===== config.mk =====
export PLATFORM = sky130hd
export DESIGN_NAME = fifo_drain_arbiter_flat
export DESIGN_NICKNAME = d
export VERILOG_FILES = /design/src/rtl/fifo_arbiter_pkg.sv /design/src/rtl/fifo_drain_arbiter_if.sv /design/src/rtl/fifo_drain_arbiter_rr_select.sv /design/src/rtl/fifo_drain_arbiter.sv /design/src/flat_wrapper.sv
export SDC_FILE = /design/constraint.sdc
export NUM_CORES = 1
export LEC_CHECK = 0
export ABC_CLOCK_PERIOD_IN_PS = 2000
export CORE_MARGIN = 2
export CORE_UTILIZATION = 35
export DETAILED_ROUTE_END_ITERATION = 16
export PLACE_DENSITY = 0.87
export SLEW_MARGIN = 20
export SYNTH_ARGS = -nofsm -noshare
export SYNTH_HDL_FRONTEND = slang
export SYNTH_HIERARCHICAL = 1
export SYNTH_SLANG_ARGS = --single-unit

===== constraint.sdc =====
create_clock -name clk -period 2 [get_ports clk]
set_clock_uncertainty 0.15 [all_clocks]
set_input_delay 0.3 -clock clk [delete_from_list [all_inputs] [get_ports clk]]
set_output_delay 0.3 -clock clk [all_outputs]
set_load 0.03 [all_outputs]

===== src/rtl/fifo_arbiter_pkg.sv =====
// Shared types and constants for the FIFO drain arbiter.
// Imported by the arbiter top and its sub-modules.
package fifo_arbiter_pkg;

  typedef enum logic {
    IDLE  = 1'b0,
    BURST = 1'b1
  } state_t;

  // A configured burst length of zero still drains one word.
  localparam int unsigned BURST_ZERO_LEN = 1;

endpackage


===== src/rtl/fifo_drain_arbiter_if.sv =====
// Output word stream of the FIFO drain arbiter.
// The arbiter drives it through master, the consumer through slave.
interface fifo_drain_arbiter_if #(
  parameter int DATA_WIDTH_P = 32,
  parameter int ID_WIDTH_P   = 2
);

  logic                    mst_valid;
  logic                    mst_ready;
  logic [DATA_WIDTH_P-1:0] mst_data;
  logic [ID_WIDTH_P-1:0]   mst_id;

  modport master (
    output mst_valid,
    output mst_data,
    output mst_id,
    input  mst_ready
  );

  modport slave (
    input  mst_valid,
    input  mst_data,
    input  mst_id,
    output mst_ready
  );

endinterface


===== src/rtl/fifo_drain_arbiter_rr_select.sv =====
// Round-robin search: first requester strictly after last_i.
// Purely combinational.
module rr_select #(
  parameter int N_P = 4
) (
  input  logic [N_P-1:0]         req_i,
  input  logic [$clog2(N_P)-1:0] last_i,
  output logic [$clog2(N_P)-1:0] idx_o,
  output logic                   vld_o
);

  localparam int IW = $clog2(N_P);

  // Walk from the farthest offset to the nearest so the last hit wins.
  always_comb begin
    idx_o = '0;
    vld_o = 1'b0;
    for (int k = N_P; k >= 1; k--) begin
      if (req_i[(int'(last_i) + k) % N_P]) begin
        idx_o = IW'((int'(last_i) + k) % N_P);
        vld_o = 1'b1;
      end
    end
  end

endmodule


===== src/rtl/fifo_drain_arbiter.sv =====
// Drains several FWFT FIFOs into one valid/ready stream,
// round-robin, with a bounded burst per grant.
module fifo_drain_arbiter
  import fifo_arbiter_pkg::*;
#(
  parameter int NR_OF_FIFOS_P = 4,
  parameter int DATA_WIDTH_P  = 32,
  parameter int BURST_WIDTH_P = 8
) (
  input  logic                                  clk,
  input  logic                                  rst,
  output logic [NR_OF_FIFOS_P-1:0]              fifo_egr_enable,
  input  logic [NR_OF_FIFOS_P*DATA_WIDTH_P-1:0] fifo_egr_data,
  input  logic [NR_OF_FIFOS_P-1:0]              fifo_egr_empty,
  fifo_drain_arbiter_if.master                  mst,
  input  logic [NR_OF_FIFOS_P-1:0]              cr_fifo_mask,
  input  logic [BURST_WIDTH_P-1:0]              cr_burst_length,
  output logic                                  sr_busy,
  output logic [$clog2(NR_OF_FIFOS_P)-1:0]      sr_grant_id
);

  localparam int IdW  = $clog2(NR_OF_FIFOS_P);
  localparam int CntW = BURST_WIDTH_P + 1;

  state_t                  state_q;
  logic [IdW-1:0]          grant_q;
  logic [CntW-1:0]         len_q;
  logic [CntW-1:0]         len_d;
  logic [CntW-1:0]         cnt_q;
  logic [CntW-1:0]         cnt_d;
  logic                    valid_q;
  logic [DATA_WIDTH_P-1:0] data_q;
  logic [IdW-1:0]          id_q;

  logic [NR_OF_FIFOS_P-1:0] req;
  logic [IdW-1:0]           nxt;
  logic                     nxt_vld;
  logic                     pop;

  assign req = ~fifo_egr_empty & cr_fifo_mask;

  rr_select #(
    .N_P (NR_OF_FIFOS_P)
  ) u_rr (
    .req_i  (req),
    .last_i (grant_q),
    .idx_o  (nxt),
    .vld_o  (nxt_vld)
  );

  // Pop only into a free or draining output slot, never during reset.
  assign pop = ~rst
             & (state_q == BURST)
             & ~fifo_egr_empty[grant_q]
             & (~valid_q | mst.mst_ready);

  always_comb begin
    fifo_egr_enable          = '0;
    fifo_egr_enable[grant_q] = pop;
  end

  assign cnt_d = cnt_q + CntW'(1);
  assign len_d = (cr_burst_length == '0)
               ? CntW'(BURST_ZERO_LEN)
               : {1'b0, cr_burst_length};

  always_ff @(posedge clk) begin
    if (rst) begin
      state_q <= IDLE;
      grant_q <= IdW'(NR_OF_FIFOS_P - 1);
      len_q   <= '0;
      cnt_q   <= '0;
      valid_q <= 1'b0;
      data_q  <= '0;
      id_q    <= '0;
    end else begin
      if (pop) begin
        valid_q <= 1'b1;
        data_q  <= fifo_egr_data[grant_q*DATA_WIDTH_P +: DATA_WIDTH_P];
        id_q    <= grant_q;
      end else if (mst.mst_ready) begin
        valid_q <= 1'b0;
      end

      unique case (state_q)
        IDLE: begin
          if (nxt_vld) begin
            grant_q <= nxt;
            len_q   <= len_d;
            cnt_q   <= '0;
            state_q <= BURST;
          end
        end
        BURST: begin
          if (fifo_egr_empty[grant_q]) begin
            state_q <= IDLE;
          end else if (pop) begin
            cnt_q <= cnt_d;
            if (cnt_d == len_q) begin
              state_q <= IDLE;
            end
          end
        end
        default: state_q <= IDLE;
      endcase
    end
  end

  assign mst.mst_valid = valid_q;
  assign mst.mst_data  = data_q;
  assign mst.mst_id    = id_q;
  assign sr_busy       = (state_q == BURST);
  assign sr_grant_id   = grant_q;

endmodule


===== src/flat_wrapper.sv =====
// flat-port wrapper written by rule: the top's interface ports become plain ports
module fifo_drain_arbiter_flat import fifo_arbiter_pkg::*;
#(
  parameter int NR_OF_FIFOS_P = 4,
  parameter int DATA_WIDTH_P  = 32,
  parameter int BURST_WIDTH_P = 8
)
  (clk, rst, fifo_egr_enable, fifo_egr_data, fifo_egr_empty, cr_fifo_mask, cr_burst_length, sr_busy, sr_grant_id, mst_mst_valid, mst_mst_data, mst_mst_id, mst_mst_ready);
  fifo_drain_arbiter_if #(.DATA_WIDTH_P(DATA_WIDTH_P), .ID_WIDTH_P(2)) mst_i ();
  input  logic clk;
  input  logic rst;
  output logic [NR_OF_FIFOS_P-1:0] fifo_egr_enable;
  input  logic [NR_OF_FIFOS_P*DATA_WIDTH_P-1:0] fifo_egr_data;
  input  logic [NR_OF_FIFOS_P-1:0] fifo_egr_empty;
  input  logic [NR_OF_FIFOS_P-1:0] cr_fifo_mask;
  input  logic [BURST_WIDTH_P-1:0] cr_burst_length;
  output logic sr_busy;
  output logic [$clog2(NR_OF_FIFOS_P)-1:0] sr_grant_id;
  output wire logic [$bits(mst_i.mst_valid)-1:0] mst_mst_valid;
  output wire logic [$bits(mst_i.mst_data)-1:0] mst_mst_data;
  output wire logic [$bits(mst_i.mst_id)-1:0] mst_mst_id;
  input wire logic [$bits(mst_i.mst_ready)-1:0] mst_mst_ready;
  assign mst_mst_valid = mst_i.mst_valid;
  assign mst_mst_data = mst_i.mst_data;
  assign mst_mst_id = mst_i.mst_id;
  assign mst_i.mst_ready = mst_mst_ready;
  fifo_drain_arbiter #(.NR_OF_FIFOS_P(NR_OF_FIFOS_P), .DATA_WIDTH_P(DATA_WIDTH_P), .BURST_WIDTH_P(BURST_WIDTH_P)) u_core (.clk(clk), .rst(rst), .fifo_egr_enable(fifo_egr_enable), .fifo_egr_data(fifo_egr_data), .fifo_egr_empty(fifo_egr_empty), .mst(mst_i), .cr_fifo_mask(cr_fifo_mask), .cr_burst_length(cr_burst_length), .sr_busy(sr_busy), .sr_grant_id(sr_grant_id));
endmodule

==> reports/metrics.cfg <==
[setup_path]
r2r_start = u_core/sr_grant_id[1]
slowest_delay_ns = 0.42
cp.required_ns = 1.55
rrSetupSlack_ns = -0.06
endpoint_kind = output pin
critical_path_class = in -> out
path_cells = clkdlybuf4s50_1 > mux2i_1 > nor2b_1 > buf_4 > nor3_4 > nand2_2 > nor2_4 > buf_6
critPathLaunchType = input port
r2r_end = u_core/cnt_q[4]
worstPathMaxFanout = 4
path_depth = 8
critPathCapture = fifo_egr_enable[2]
crit_start = fifo_egr_empty[1]
worstPathArrival_ns = 1.73
crit_family = buffers and inverters
cp_num_buf_inv = 3
cpMaxStageDelayCell = clkdlybuf4s50_1
rr_worst_depth = 9

[clock_tree]
numCtsBuffers = 5
hold_buffers = 0
clockBufferDepth = 2
cts.sinks = 55
cts_root_buf = clkbuf_8
clk_pin_slew_ns = 0.10
cts_tree = done
worstSkewPairLatency_ns = 0.30
htreeDepth = 2

[logic_synthesis]
yosysSeqAreaShare_pct = 34.3
synth_area_mm2 = 0.00321
ys_ff_latch = 55
synth_compound_area_share_pct = 12.4
ys_types = 40
synth_top_family_by_area = multiplexers
ys.warnings.count = 6
syn_inst = 355
syn-num-nets = 503
yosys.area_share.simple_pct = 21.8
synth.avg_cell_area_um2 = 9.05
muxShareOfSynthArea_pct = 23.7
synth_fa_ha_area_share_pct = 0.389
synthXorXnorAreaFrac_pct = 3.54

[final_layout]
syn2layout_area_growth_pct = 82.9
stdcell_area_mm2 = 0.00588
fillers = 649
nets = 714
regArea_mm2 = 0.00111
drive_gt1_share_pct = 24.7
antenna_cells = 0
final_cells = 674
multi_input_comb_area_mm2 = 0.00221

[die]
dieHeight_um = 99.8
initial_utilization_pct = 36.5
rows = 34
dieWidth_um = 99.8
dieArea_mm2 = 0.00996
core_mm2 = 0.00881
ioPinCount = 189

[place]
portBuffers = 188
dp_hpwl_um = 9050
place_area_mm2 = 0.00539
dp.cells = 654
finalWeightedCongestion = 0.839

[grt]
grtUsageTotal_pct = 22.2
first_global_vias = 3646
grt_max_degree = 56
grt_overflow = 0
grt_pass1_wl_um = 17600
antenna_found_initial = 0

[detailed_routing]
routed_via_density = 5.38
postRouteAntennaNets = 0
drt_pass1_iterations = 4
wire_per_inst_um = 18.1
routed_wl_um = 12200
drc_errors = 0
num_vias = 3625
drt-initial-drc-count = 129

[timing]
setup_tns_ns = -1.08
max_freq_mhz = 459
min_period_ns = 2.18
grt_setup_unrepaired = true
hold_violations = 0
slew-limit-headroom_pct = 54.6
drv_slew = 0
post-route-period-util_pct = 109
fin_ws_ns = -0.180
tightest_slew_ns = 0.681
finalSetupViolCount = 16

[power]
max-vdd-ir-drop_mv = 0.308
leakagePower_nw = 2.18
power.density_mw_per_mm2 = 590

[status]
violations = negative setup slack
status = complete, but fails checks

[flow_run]
drv_cap = 0

[min_path]
hp-start = u_core/mst.mst_data[31]
hold_class = reg -> reg

## cells in the final DEF, fill, tap and decap left out, types with 6 or more instances in the layout
master           netlist  routed
clkdlybuf4s50_1        0     179
nand2_1               96      79
dfxtp_1               55      51
buf_4                  0      35
a21oi_1               48      33
mux4_2                32      32
a21oi_2                1      15
nand2_4                0      11
nand3_1               10      10
xnor2_1                9       9
nor2b_1                8       8
buf_6                  0       7
clkbuf_8               0       6
nand2_2                0       6
nand2b_1               7       6
## cells in the mapped netlist
| library cell | count | share of area [%] |
|---|---|---|
| nor3_1 | 3 | 0.47 |
| a311oi_1 | 3 | 0.82 |
| a21oi_2 | 1 | 0.27 |
| dfxtp_1 | 55 | 34 |
| or3_1 | 5 | 0.97 |
| o21a_1 | 1 | 0.23 |
| o221ai_2 | 1 | 0.47 |
| o2111a_1 | 1 | 0.35 |
| ha_1 | 1 | 0.39 |
| o21ai_0 | 1 | 0.16 |
| nand3b_1 | 3 | 0.70 |
| xor2_1 | 4 | 1.1 |
| nand3_1 | 10 | 1.6 |
| o32ai_1 | 1 | 0.27 |
| clkbuf_1 | 18 | 2.1 |
| mux2i_1 | 4 | 1.2 |
| nor4_1 | 2 | 0.39 |
| o21ai_2 | 1 | 0.27 |
| nand4_1 | 2 | 0.39 |
| buf_1 | 1 | 0.12 |
| nand2_1 | 96 | 11 |
| mux4_2 | 32 | 22 |
| a31oi_1 | 5 | 0.97 |
| and3_1 | 4 | 0.78 |
| inv_1 | 2 | 0.23 |
| nand2b_1 | 7 | 1.4 |
| or2_2 | 2 | 0.39 |
| o311ai_0 | 1 | 0.27 |
| buf_2 | 9 | 1.4 |
| nor2_1 | 7 | 0.82 |
| a211oi_1 | 1 | 0.23 |
| and4_1 | 1 | 0.27 |
| xnor2_1 | 9 | 2.5 |
| o221ai_1 | 1 | 0.27 |
| and2b_1 | 1 | 0.23 |
| nor2b_1 | 8 | 1.6 |
| a2111o_1 | 1 | 0.35 |
| nor3_4 | 1 | 0.51 |
| nor3b_1 | 1 | 0.23 |
| a21oi_1 | 48 | 7.5 |
## timing repair
| item | 4_1_cts | 5_1_grt |
|---|---|---|
| buffers inserted | 2 | 8 |
| resized for setup | 9 | 60 |
| endpoints found under the setup margin | 5 | 39 |
| cloned | 0 | 3 |
| pin swaps | 6 | 21 |
## registers in the layout, indices dropped and copies added, names as in the netlist
signal                count
u_core/mst.mst_data      32
u_core/cnt_q              9
u_core/len_q              8
u_core/mst.mst_id         2
u_core/sr_grant_id        2
u_core/mst.mst_valid      1
u_core/sr_busy            1
## tightest hold or removal path, delay by kind of cell (launching register included)
family | cells | cell delay, ns
and+or+nand+nor | 1 | 0.05
DFF | 1 | 0.32
AOI/OAI and AO/OA | 1 | 0.05
## layer usage
layer	vias up	share of wire, %	track usage, %
met5	-	0	0
met2	148	58	43.7
met3	29	4.9	3.55
met1	1752	34	23.4
li1	1696	-	-
met4	0	3.2	8.64
## kinds of logic after synthesis
family,count (synthesis)
AND/OR/NAND/NOR,153
AO/OA/AOI/OAI,67
flip-flops,55
multiplexers,36
buffers and inverters,30
XOR/XNOR,13
adder cells (fa/ha/maj),1
## worst min path at each step
stage | to | slack [ns] | cells after the start
2_1_floorplan | u_core/len_q[1] | 0.29 | 2
3_3_place_gp | u_core/mst.mst_data[3] | 0.29 | 2
3_5_place_dp | u_core/mst.mst_data[31] | 0.30 | 2
4_1_cts | u_core/mst.mst_data[31] | 0.31 | 2
5_1_grt | u_core/mst.mst_data[31] | 0.33 | 2
6_report | u_core/mst.mst_data[31] | 0.31 | 2
## where the power goes
part           internal (W)  total, W  switching, W
sequential          0.00118   0.00124     0.0000628
clock              0.000280  0.000644      0.000365
combinational      0.000871   0.00158      0.000706
## metrics by stage
stage	worst slack, ns	hold WS (ns)	power (W)	utilization, %
after floorplan	-0.143	0.286	0.00205	-
after global placement	-0.377	0.292	0.00263	61.2
after detailed placement	-0.347	0.297	0.00266	61.2
after CTS	-0.252	0.311	0.00332	62.7
after global routing	-0.261	0.334	0.00362	66.7
final	-0.180	0.310	0.00347	66.7
## final cells by class
| cell class | count | area share, % |
|---|---|---|
| clock buffer | 6 | 1.41 |
| clock inverter | 1 | 0.149 |
| inverter | 2 | 0.128 |
| multi-input combinational | 270 | 37.5 |
| sequential | 55 | 18.9 |
| tap | 108 | 2.30 |
| timing repair buffer | 232 | 39.6 |
Note: power is estimated with default switching activity, not from simulation.
